File: src/rtl/act8_demux_1by4.sv
// 1-to-4 single-bit demultiplexer with a registered output copy and
// per-channel saturating counters of routed '1' bits.
module act8_demux_1by4 #(
  parameter int CNT_W = 8
) (
  input  logic             clk,
  input  logic             rst_n,
  input  logic             s1,
  input  logic             s0,
  input  logic             d,
  input  logic             clr,
  output logic             y0,
  output logic             y1,
  output logic             y2,
  output logic             y3,
  output logic             q0,
  output logic             q1,
  output logic             q2,
  output logic             q3,
  output logic [CNT_W-1:0] cnt0,
  output logic [CNT_W-1:0] cnt1,
  output logic [CNT_W-1:0] cnt2,
  output logic [CNT_W-1:0] cnt3
);

  localparam logic [CNT_W-1:0] CNT_MAX = '1;
  localparam logic [CNT_W-1:0] CNT_ONE = CNT_W'(1);

  logic [3:0]       w_y;
  logic [3:0]       r_q;
  logic [CNT_W-1:0] r_cnt [4];

  // Pure dataflow decode: independent of clock and reset.
  assign w_y[0] = ~s1 & ~s0 & d;
  assign w_y[1] = ~s1 &  s0 & d;
  assign w_y[2] =  s1 & ~s0 & d;
  assign w_y[3] =  s1 &  s0 & d;

  assign {y3, y2, y1, y0} = w_y;
  assign {q3, q2, q1, q0} = r_q;

  // NOTE: sequential state uses non-blocking assignments so every flop
  // samples the pre-edge values, independent of statement order.
  always_ff @(posedge clk or negedge rst_n) begin
    if (!rst_n) begin
      r_q <= '0;
    end else begin
      r_q <= w_y;
    end
  end

  // NOTE: the counter array is only four flop words, not a RAM, so it is
  // safe and intended to clear it in the async reset branch.
  always_ff @(posedge clk or negedge rst_n) begin
    if (!rst_n) begin
      for (int k = 0; k < 4; k++) r_cnt[k] <= '0;
    end else if (clr) begin
      for (int k = 0; k < 4; k++) r_cnt[k] <= '0;
    end else begin
      for (int k = 0; k < 4; k++) begin
        if (w_y[k] && (r_cnt[k] != CNT_MAX)) r_cnt[k] <= r_cnt[k] + CNT_ONE;
      end
    end
  end

  assign cnt0 = r_cnt[0];
  assign cnt1 = r_cnt[1];
  assign cnt2 = r_cnt[2];
  assign cnt3 = r_cnt[3];

endmodule

File: config.mk
export PLATFORM = sky130hd
export DESIGN_NAME = act8_demux_1by4
export DESIGN_NICKNAME = d
export VERILOG_FILES = /design/src/rtl/act8_demux_1by4.sv
export SDC_FILE = /design/constraint.sdc
export NUM_CORES = 1
export LEC_CHECK = 0
export CAP_MARGIN = 20
export CELL_PAD_IN_SITES_DETAIL_PLACEMENT = 1
export CELL_PAD_IN_SITES_GLOBAL_PLACEMENT = 1
export CORE_MARGIN = 2
export CORE_UTILIZATION = 36
export CTS_CLUSTER_DIAMETER = 80
export CTS_CLUSTER_SIZE = 8
export DETAILED_ROUTE_END_ITERATION = 16
export GPL_TIMING_DRIVEN = 0
export HOLD_SLACK_MARGIN = 0.15
export PLACE_DENSITY_LB_ADDON = 0.08
export SLEW_MARGIN = 20
export SYNTH_ARGS = -nofsm -noshare
export SYNTH_HDL_FRONTEND = slang
export SYNTH_SLANG_ARGS = --single-unit
File: constraint.sdc
create_clock -name clk -period 1.96 [get_ports clk]
set_input_delay 0.392 -clock clk [delete_from_list [all_inputs] [get_ports clk]]
set_output_delay 0.392 -clock clk [all_outputs]
set_load 0.01 [all_outputs]
After elaboration in Yosys (flattened, before gate mapping)
Index checks and enable logic that the tools add are counted.

operators by class
  reductions and logical operators = 8
  bitwise logic cells = 10
  equal/unequal tests = 4
  add/sub/neg operators = 4
  muxes and demuxes = 5

operator list
  operator                                                        count
  8-bit by 1-bit adder with 8-bit output (second input constant)  4
  32-bit two-way mux                                              1
  8-bit two-way mux                                               4
  8-bit inequality test (second input constant)                   4
  1-bit AND                                                       8
  2-bit nonzero test                                              4
  1-bit logical AND                                               4
  1-bit NOT                                                       2

word-level totals
  bits in registers = 36
  logic and storage cells = 36
  output and inout bits = 40
  bits of input ports = 6

Logic depth before layout (Yosys ltp)
Gate-level depths: netlist of run 1.

  depth in word-level cells = 6
  gate-level depth with buffers = 5
  mapped depth without buffers = 5

Worst setup path after synthesis of run 1
Ideal clock, no wire load.

  kind = in2reg
  start point = input s1
  end point = register r_cnt (netlist bit cnt1[5])
  library setup time = 0.078 ns
  stages on the path = 4
  path buffers = 0
  slack = 0.409 ns
  arrival = 1.473 ns
  required time = 1.882 ns
  cells stage by stage = nand3b_1 > or2_1 > or4_1 > a21oi_1

between the ends
  cells in the longest elaborated chain, start to end = 5

ends and longest elaborated chain
  what                          line  source
  start, declared               8     input logic s1,
  1-bit NOT                     35    assign w_y[1] = ~s1 & s0 & d;
  1-bit AND (2 in a row)        35
  1-bit logical AND             61    if (w_y[k] && (r_cnt[k] != CNT_MAX)) r_cnt[k] <= r_cnt[k] + CNT_ONE;
  2-bit nonzero test (no line)  n/a
  end, declared                 31    logic [CNT_W-1:0] r_cnt [4];

No other way between the ends.
A chain may end at the register's enable or synchronous reset.

Worst setup path after layout of run 1
  start point = input s0
  end point = output y0

between the ends
  cells in the longest elaborated chain, start to end = 3

ends and longest elaborated chain
  what                    line  source
  start, declared         9     input logic s0,
  1-bit NOT               34    assign w_y[0] = ~s1 & ~s0 & d;
  1-bit AND (2 in a row)  34
  end, declared           12    output logic y0,

No other way between the ends.

==> results of run 1 <==
## kinds of logic after synthesis
group / Yosys count
multiplexers: 10
AND/OR/NAND/NOR: 88
flip-flops: 36
AO/OA/AOI/OAI: 33
XOR/XNOR: 5
buffers and inverters: 9
adder cells (fa/ha/maj): 4
## power by group
part           total (mW)  switching [mW]  leakage (nW)  internal [mW]
Combinational       0.108          0.0623         0.487         0.0460
Sequential          0.760         0.00835         0.499          0.751
Clock               0.553           0.266        0.0455          0.287
## stage by stage
stage	power, mW	hold WS (ns)	worst slack [ns]	util (%)	cells
detailed placement	0.883	0.296	-0.554	49.2	298
floorplan	0.812	0.0964	0.409	-	185
global placement	0.875	0.553	-0.539	48.9	297
finish	1.42	0.530	0.116	51.7	309
CTS	1.44	0.525	0.104	51.7	309
global route	1.49	0.548	0.0571	51.7	309
## cell usage after synthesis
master,count
a21oi_1,10
mux2i_1,10
nand4_1,5
or4_1,1
and4_1,1
o21ai_0,5
a211oi_1,6
or2_1,1
nor4bb_1,1
dfrtp_1,36
a311oi_1,1
and4b_1,2
inv_1,6
nand3b_1,2
clkbuf_1,3
o21a_1,1
xor2_1,3
and3_1,6
xnor2_1,2
nand3_1,14
nand2b_1,3
nor4_1,1
nor2_1,24
a31oi_1,7
ha_1,4
nor2b_1,1
o31ai_1,2
o21bai_1,1
or3b_1,1
nor3b_2,1
nand2_1,9
or3_1,1
nor3_1,14
## timing repair
| action | CTS | global route |
|---|---|---|
| endpoints found under the setup margin | 4 | 0 |
| hold buffers | 1 | 0 |
| resized for setup | 14 | 0 |
| setup buffers | 2 | 0 |
| hold endpoints to repair | 10 | 0 |
## cell usage in the layout, fill, tap and decap left out, drive strengths merged, types with 2 or more instances in the layout
cell type and instances:
clkbuf 11, and4b 2, nor2 24, inv 6
xor2 3, nand3 14, dfrtp 36, xnor2 2
buf 4, dlygate4sd2 6, and3 6, o31ai 2
mux2i 10, a31oi 7, nand3b 2, nand2 9
a211oi 6, o21ai 5, nand4 5, nor3 14
nand2b 3, a21oi 10, ha 4, clkdlybuf4s50 37
## state kept, by name, indices dropped and copies added, names as in the netlist
name  cells
cnt0      8
cnt1      8
cnt2      8
cnt3      8
r_q       4
## worst min-delay path by stage
| stage | start | depth (start not counted) | to | slack (ns) |
|---|---|---|---|---|
| after floorplan | rst_n | 0 | cnt0[0] | 0.1 |
| after detailed placement | rst_n | 1 | r_q[0] | 0.30 |
| after global routing | rst_n | 2 | cnt3[0] | 0.55 |
| final | rst_n | 2 | cnt0[4] | 0.53 |
| after global placement | cnt0[1] | 2 | cnt0[1] | 0.55 |
| after CTS | rst_n | 2 | cnt0[4] | 0.52 |
## final cells by class
class | instances | area [µm²] | share of cell area, %
Buffer | 3 | 11.3 | 0.458
Clock buffer | 8 | 90.1 | 3.67
Inverter | 6 | 25.0 | 1.02
Multi-Input combinational cell | 140 | 863 | 35.1
Sequential cell | 36 | 901 | 36.7
Tap cell | 67 | 83.8 | 3.41
Timing Repair Buffer | 49 | 483 | 19.7
## critical path: stages
cell and delay, ns:
dlygate4sd2_1 0.27, or3b_4 0.45, inv_4 0.10, clkdlybuf4s15_1 0.23
## per-layer routing
layer  global-route usage (%)  vias to the layer above  routed length [µm]
li1                         -                      794                   -
met1                     25.2                      822                2120
met2                     34.5                       32                2590
met3                     5.01                        7                 160
met4                     6.55                        0                  60
met5                        0                        -                   0
==> impl_metrics.ini, run 1 <==
[grt]
grt_start_max_net_pins = 27
grt_pass1_wl_um = 8510
grtUsageTotal_pct = 20.2
antenna_found_initial = 0
grt_pass1_vias = 1815
overflow = 0

[die]
start_util_pct = 37.7
core_mm2 = 0.00475
core.rowCount = 25
die_h_um = 74.5
io_pins = 46
die_x_um = 74.5
dieArea_mm2 = 0.00555

[detailed_routing]
ant_nets = 0
routed-via-count = 1655
drtPass1Iterations = 4
drc = 0
post_drt_wl_per_cell_um = 15.9
drt_iter0_drc = 45
vias_per_cell = 5.36
wl_um = 4920

[final_layout]
stdcell_area_mm2 = 0.00246
diodes = 0
layout-drive-gt1-share_pct = 6.61
area_growth_pct = 37.2
nets = 251
fillers = 553

[synthesis]
syn_area_per_cell_um2 = 9.68
synth_top_family_by_area = simple AND/OR/NAND/NOR gates
synthTopCellsByArea = dfrtp_1, mux2i_1, nor2_1
synth_fa_ha_area_share_pct = 2.80
yosys_register_bits = 36
synth_compound_area_share_pct = 11.3
syn_area_mm2 = 0.00179
synth_top_area_cell = dfrtp_1
ys_warn_count = 0
ys_seq_area_share_pct = 50.3
synth_simple_gate_area_share_pct = 25.6
synthXorXnorAreaFrac_pct = 2.45
syn_nets = 195
synth_cell_type_count = 33
synth_top_area_share_pct = 50.3
netlist_instances = 185
synthMuxAreaShare_pct = 5.59

[worst_setup_path]
worst-setup-path-type = input pin to output pin
start_kind = input pin
crit_path_end_kind = output pin
cp.arrival_ns = 1.45
startpoint = s0
cp.required_ns = 1.57
crit_fanout = 7
endpoint = y0
ff2ff_setup_slack_ns = 0.26
reg2reg_depth = 5
reg2reg_to = cnt3[1]
r2r_start = cnt3[0]

[sta]
fin_skew_ns = 0.00394
fin_crit_sh_pct = 94.1
fin_crit_ns = 1.84
fmax_ghz = 0.542
tns_ns = 0
hold_violations = 0
rsz0062_at_grt = no
tightest_slew_ns = 0.564
maxSlewHeadroom_pct = 62.4
setup_viol = 0
slew_violations = 0

[clock_tree]
clk_pin_slew_ns = 0.07
cts-htree-levels = 2
root_buffer = clkbuf_8
cts_sinks = 36
cts_buffer_depth = 2
clock_latency_ns = 0.29
cts_tree = built
cts_buffers = 5

[placed_design]
io_buffers = 45
place_hpwl_um = 3560
place_congestion = 0.745
dpl_cell_area_mm2 = 0.00234

[pwr]
powerDensity_mw_per_mm2 = 578
p_leak_nw = 1.03
ir_drop_v = 0.000327

[outcome]
status = finished clean

[worst_hold_path]
hold_path_class = input pin to asynchronous set/reset pin

[flow_run]
cap_violations = 0
(Power assumes the default switching activity.)
==> run 2, diff against run 1 <==
--- a/config.mk
+++ b/config.mk
@@ -5,16 +5,13 @@
 export SDC_FILE = /design/constraint.sdc
 export NUM_CORES = 1
 export LEC_CHECK = 0
-export CAP_MARGIN = 20
 export CELL_PAD_IN_SITES_DETAIL_PLACEMENT = 1
 export CELL_PAD_IN_SITES_GLOBAL_PLACEMENT = 1
-export CORE_MARGIN = 2
 export CORE_UTILIZATION = 36
 export CTS_CLUSTER_DIAMETER = 80
 export CTS_CLUSTER_SIZE = 8
 export DETAILED_ROUTE_END_ITERATION = 16
 export GPL_TIMING_DRIVEN = 0
-export HOLD_SLACK_MARGIN = 0.15
 export PLACE_DENSITY_LB_ADDON = 0.08
 export SLEW_MARGIN = 20
 export SYNTH_ARGS = -nofsm -noshare
==> run 2 against run 1 <==
  * Die area is 5.3% lower
  * Hold slack got worse by 0.037 ns
  * Non-clock buffer count up 2
  * Clock-buffer cell count decreased by 2
  * Final cell count is 0.65% higher
==> impl_metrics.ini, run 2 (synthesis results as in run 1) <==
[outcome]
status = finished clean

[sta]
fin_skew_ns = 0.00275
setup_viol = 0
maxSlewHeadroom_pct = 58.9
hold_violations = 0
fmax_ghz = 0.526
slew_violations = 0
rsz0062_at_grt = no
fin_ws_ns = 0.0580
holdWs_ns = 0.493
fin_crit_ns = 1.90
tightest_slew_ns = 0.617
fin_crit_sh_pct = 97.0

[grt]
grt_pass1_wl_um = 8570
antenna_found_initial = 0
overflow = 0
grt_start_max_net_pins = 30
grtUsageTotal_pct = 21.1
grt_pass1_vias = 1828

[worst_setup_path]
crit_path_end_kind = register
worst-setup-path-type = input pin to register
reg2reg_depth = 5
reg2reg_to = cnt3[1]
ff2ff_setup_slack_ns = 0.22
cp.required_ns = 2.18
crit_fanout = 5
r2r_start = cnt3[0]
cp.arrival_ns = 2.12
start_kind = input pin

[final_layout]
layout_commonest_cell = clkdlybuf4s50_1
final_cell_mix = clkdlybuf4s50_1, dfrtp_1, nor2_1
nets = 253
diodes = 0
area_growth_pct = 38.2
final_cells = 311
utilization_pct = 52.0
layout-drive-gt1-share_pct = 9.02

[detailed_routing]
ant_nets = 0
drc = 0
drt_iter0_drc = 74
wl_um = 5090
drtPass1Iterations = 4
vias_per_cell = 5.44
routed-via-count = 1691
post_drt_wl_per_cell_um = 16.4

[clock_tree]
cts_buffer_depth = 2
clock_latency_ns = 0.30
cts_tree = built
cts-htree-levels = 2
cts_sinks = 36
clk_pin_slew_ns = 0.08
cts_buffers = 5
root_buffer = clkbuf_8

[pwr]
comb_power_share_pct = 7.7
power.internal_mw = 1.08
p_leak_nw = 1.04
p_sw_mw = 0.356
seq_power_share_pct = 52.9
pwr-share-clk_pct = 39.4
powerDensity_mw_per_mm2 = 580
p_sw_share_pct = 24.8
ir_drop_v = 0.000316

[placed_design]
place_hpwl_um = 3590
pre_cts_slack_ns = -0.565
io_buffers = 45
dp_cells = 298
place_congestion = 0.791

[flow_run]
cap_violations = 0

[worst_hold_path]
hold_path_class = input pin to asynchronous set/reset pin

[die]
core_mm2 = 0.00475
die_h_um = 72.5
io_pins = 46
die_x_um = 72.5
core.rowCount = 25
start_util_pct = 37.7
dieArea_mm2 = 0.00526
[run 2: cell count changes in the layout (fill, tap and decap cells not counted)]
cell and delta:
inv_2 +2, inv_4 -1, clkdlybuf4s15_1 -1, clkinv_2 +2
clkdlybuf4s15_2 +1, clkbuf_1 -2, buf_4 +2, inv_1 -1
[run 2: final cells by class]
class / count / area (µm²)
Fill cell: 556 / 2280
Clock buffer: 6 / 82.6
Multi-Input combinational cell: 140 / 863
Inverter: 6 / 22.5
Timing Repair Buffer: 51 / 499
Buffer: 3 / 11.3
Tap cell: 67 / 83.8
Clock inverter: 2 / 10.0
Sequential cell: 36 / 901
[run 2: metrics by stage]
stage,total power [mW],setup TNS [ns],instance area [µm²]
6_report,1.44,0,2470
5_1_grt,1.50,0,2470
4_1_cts,1.45,0,2470
3_5_place_dp,0.883,-2.69,2340
3_3_place_gp,0.875,-13.15,2320
2_1_floorplan,0.812,0,1790
[run 2: power groups by stage]
stage | Combinational, mW | Clock [mW] | Sequential [mW]
global placement | 0.101 | 0 | 0.773
detailed placement | 0.109 | 0 | 0.775
global route | 0.123 | 0.619 | 0.761
floorplan | 0.0341 | 0 | 0.778
CTS | 0.113 | 0.581 | 0.760
finish | 0.111 | 0.565 | 0.759
[run 2: worst max path at each step]
stage	start	to	slack, ns	cells after the start
3_3_place_gp	d	y0	-0.54	4
5_1_grt	s1	cnt1[5]	0.005	7
3_5_place_dp	d	y0	-0.57	4
2_1_floorplan	s1	cnt1[5]	0.41	4
4_1_cts	s1	cnt1[5]	0.07	7
6_report	s1	cnt1[5]	0.06	7
[run 2: what timing repair did]
| item | 4_1_cts | 5_1_grt |
|---|---|---|
| endpoints found under the hold margin | 7 | 0 |
| gates resized for setup | 15 | 0 |
| hold buffers | 1 | 0 |
| endpoints found under the setup margin | 4 | 0 |
| setup buffers | 4 | 0 |
[run 2: routing by layer]
metal / vias to the layer above / track usage (%) / wire length (µm)
met5: - / 0 / 0
met3: 7 / 4.58 / 185
met4: 0 / 8.71 / 83
met1: 851 / 26.0 / 2270
met2: 35 / 35.8 / 2550
li1: 798 / - / -
[run 2: worst max-delay path: stages]
cell	delay [ns]
dlygate4sd2_1	0.28
nand3b_1	0.24
buf_4	0.17
buf_4	0.14
or2_1	0.27
or4_1	0.48
a21oi_1	0.15
==> run 3, diff against run 2 <==
--- a/config.mk
+++ b/config.mk
@@ -11,7 +11,6 @@
 export CTS_CLUSTER_DIAMETER = 80
 export CTS_CLUSTER_SIZE = 8
 export DETAILED_ROUTE_END_ITERATION = 16
-export GPL_TIMING_DRIVEN = 0
 export PLACE_DENSITY_LB_ADDON = 0.08
 export SLEW_MARGIN = 20
 export SYNTH_ARGS = -nofsm -noshare
==> run 3 against run 2 <==
  * Sequential share of layout area decreased by 0.90 points
  * Sequential cell count unchanged
  * Setup slack got worse by 0.011 ns
  * Global-route usage shrank 0.21 points
  * Register-to-register slack better by 0.04 ns
  * Sequential power about the same
  * Clock skew is 0.0012 ns lower
  * Final cell count grew 1.6%
  * First-iteration DRC count shrank 54%
  * Largest cell class unchanged
  * Largest power group unchanged
==> impl_metrics.ini, run 3 (synthesis results as in run 1) <==
[final_layout]
final_cell_mix = clkdlybuf4s50_1, dfrtp_1, nor2_1
nets = 258
stdcell_area_mm2 = 0.00254
area_growth_pct = 41.6
final_cells = 316
fillers = 547
layout_commonest_cell = clkdlybuf4s50_1
layout-drive-gt1-share_pct = 11.2
diodes = 0

[clock_tree]
cts_sinks = 36
root_buffer = clkbuf_8
clock_latency_ns = 0.29
hold_buffers = 0
cts-htree-levels = 2
cts_buffer_depth = 2
cts_tree = built
clk_pin_slew_ns = 0.07
cts_buffers = 5

[worst_setup_path]
slowest_stage = clkdlybuf4s50_1
cpPeakStageDelay_ns = 0.43
worst-setup-path-type = input pin to output pin
cp.required_ns = 1.57
reg2reg_depth = 5
start_kind = input pin
crit_fanout = 3
cp.arrival_ns = 1.52
crit_path_end_kind = output pin
crit_chain = clkdlybuf4s50_1 > or3b_4 > inv_2 > clkdlybuf4s15_2

[placed_design]
dp_cells = 308
pre_cts_slack_ns = -0.373
place_congestion = 0.771
dpl_cell_area_mm2 = 0.00243
place_hpwl_um = 3640
io_buffers = 45

[sta]
fin_skew_ns = 0.00155
maxSlewHeadroom_pct = 67.9
fin_crit_sh_pct = 97.6
slew_violations = 0
fmax_ghz = 0.523
holdWs_ns = 0.448
setup_viol = 0
fin_crit_ns = 1.91
tightest_slew_ns = 0.477
tns_ns = 0
hold_violations = 0
fin_ws_ns = 0.0466

[die]
dieArea_mm2 = 0.00526
start_util_pct = 37.7
die_h_um = 72.5
die_x_um = 72.5
core.rowCount = 25
io_pins = 46
core_mm2 = 0.00475

[detailed_routing]
routed-via-count = 1666
drc = 0
drt_iter0_drc = 34
vias_per_cell = 5.27
post_drt_wl_per_cell_um = 16.1
wl_um = 5080
drtPass1Iterations = 4
ant_nets = 0

[grt]
grt_pass1_vias = 1806
grt_start_max_net_pins = 37
overflow = 0
antenna_found_initial = 0
grtUsageTotal_pct = 20.9
grt_pass1_wl_um = 8400

[outcome]
status = finished clean

[pwr]
ir_drop_v = 0.000301
powerDensity_mw_per_mm2 = 566
p_leak_nw = 1.10

[worst_hold_path]
hold_path_class = input pin to register
hold_depth = 3

[flow_run]
cap_violations = 0
-- run 3: cell types whose count changed in the layout (fill, tap and decap cells not counted), moves of 2 or more --
cell | before | now
buf_4 | 4 | 13
dlygate4sd2_1 | 6 | 2
inv_1 | 2 | 5
inv_2 | 4 | 1
clkdlybuf4s50_1 | 37 | 39
clkinv_2 | 2 | 0
-- run 3: per-layer routing --
metal	global-route usage, %	up-vias	part of all wire (%)
met5	0	-	0
met4	6.54	0	0.96
met3	5.14	6	3.6
met2	37.1	37	52
met1	24.9	824	44
li1	-	799	-
-- run 3: worst max-delay path: cells and delay by family --
| family | cells | cell delay, ns |
|---|---|---|
| buf+inv | 3 | 0.73 |
| simple gates | 1 | 0.40 |
-- run 3: final cells by class --
| cell class | instances | area, µm² | share of cell area, % |
|---|---|---|---|
| clock buffer | 8 | 90.1 | 3.55 |
| sequential | 36 | 901 | 35.5 |
| multi-input combinational | 140 | 875 | 34.5 |
| tap | 67 | 83.8 | 3.31 |
| timing repair buffer | 59 | 564 | 22.2 |
| inverter | 6 | 22.5 | 0.888 |
-- run 3: through the flow --
stage	total power, mW	utilization, %
6_report	1.44	53.3
5_1_grt	1.49	53.3
4_1_cts	1.45	53.0
3_5_place_dp	0.896	51.1
3_3_place_gp	0.891	51.1
2_1_floorplan	0.812	-
-- run 3: path summary, 6_finish.rpt --
kind                          from  endpoint  slack, ns
max                             s0        y0       0.05
min                             s1    r_q[0]       0.45
max reg2reg                cnt0[0]   cnt0[1]       0.26
min reg2reg                cnt0[0]   cnt0[0]       0.61
max in group asynchronous    rst_n   cnt1[3]       1.11
min in group asynchronous    rst_n   cnt0[3]       0.52
-- run 3: power breakdown --
part           switching, mW  total (mW)  leakage (nW)  internal [mW]
clock                  0.271       0.558        0.0455          0.287
combinational         0.0617       0.118         0.558         0.0561
sequential           0.00862       0.760         0.499          0.751
total                  0.342        1.44          1.10           1.09
-- run 3: repair_timing --
action	4_1_cts	5_1_grt
endpoints found under the setup margin	4	5
buffers inserted	0	0
pin swaps	0	1
resized for setup	9	8
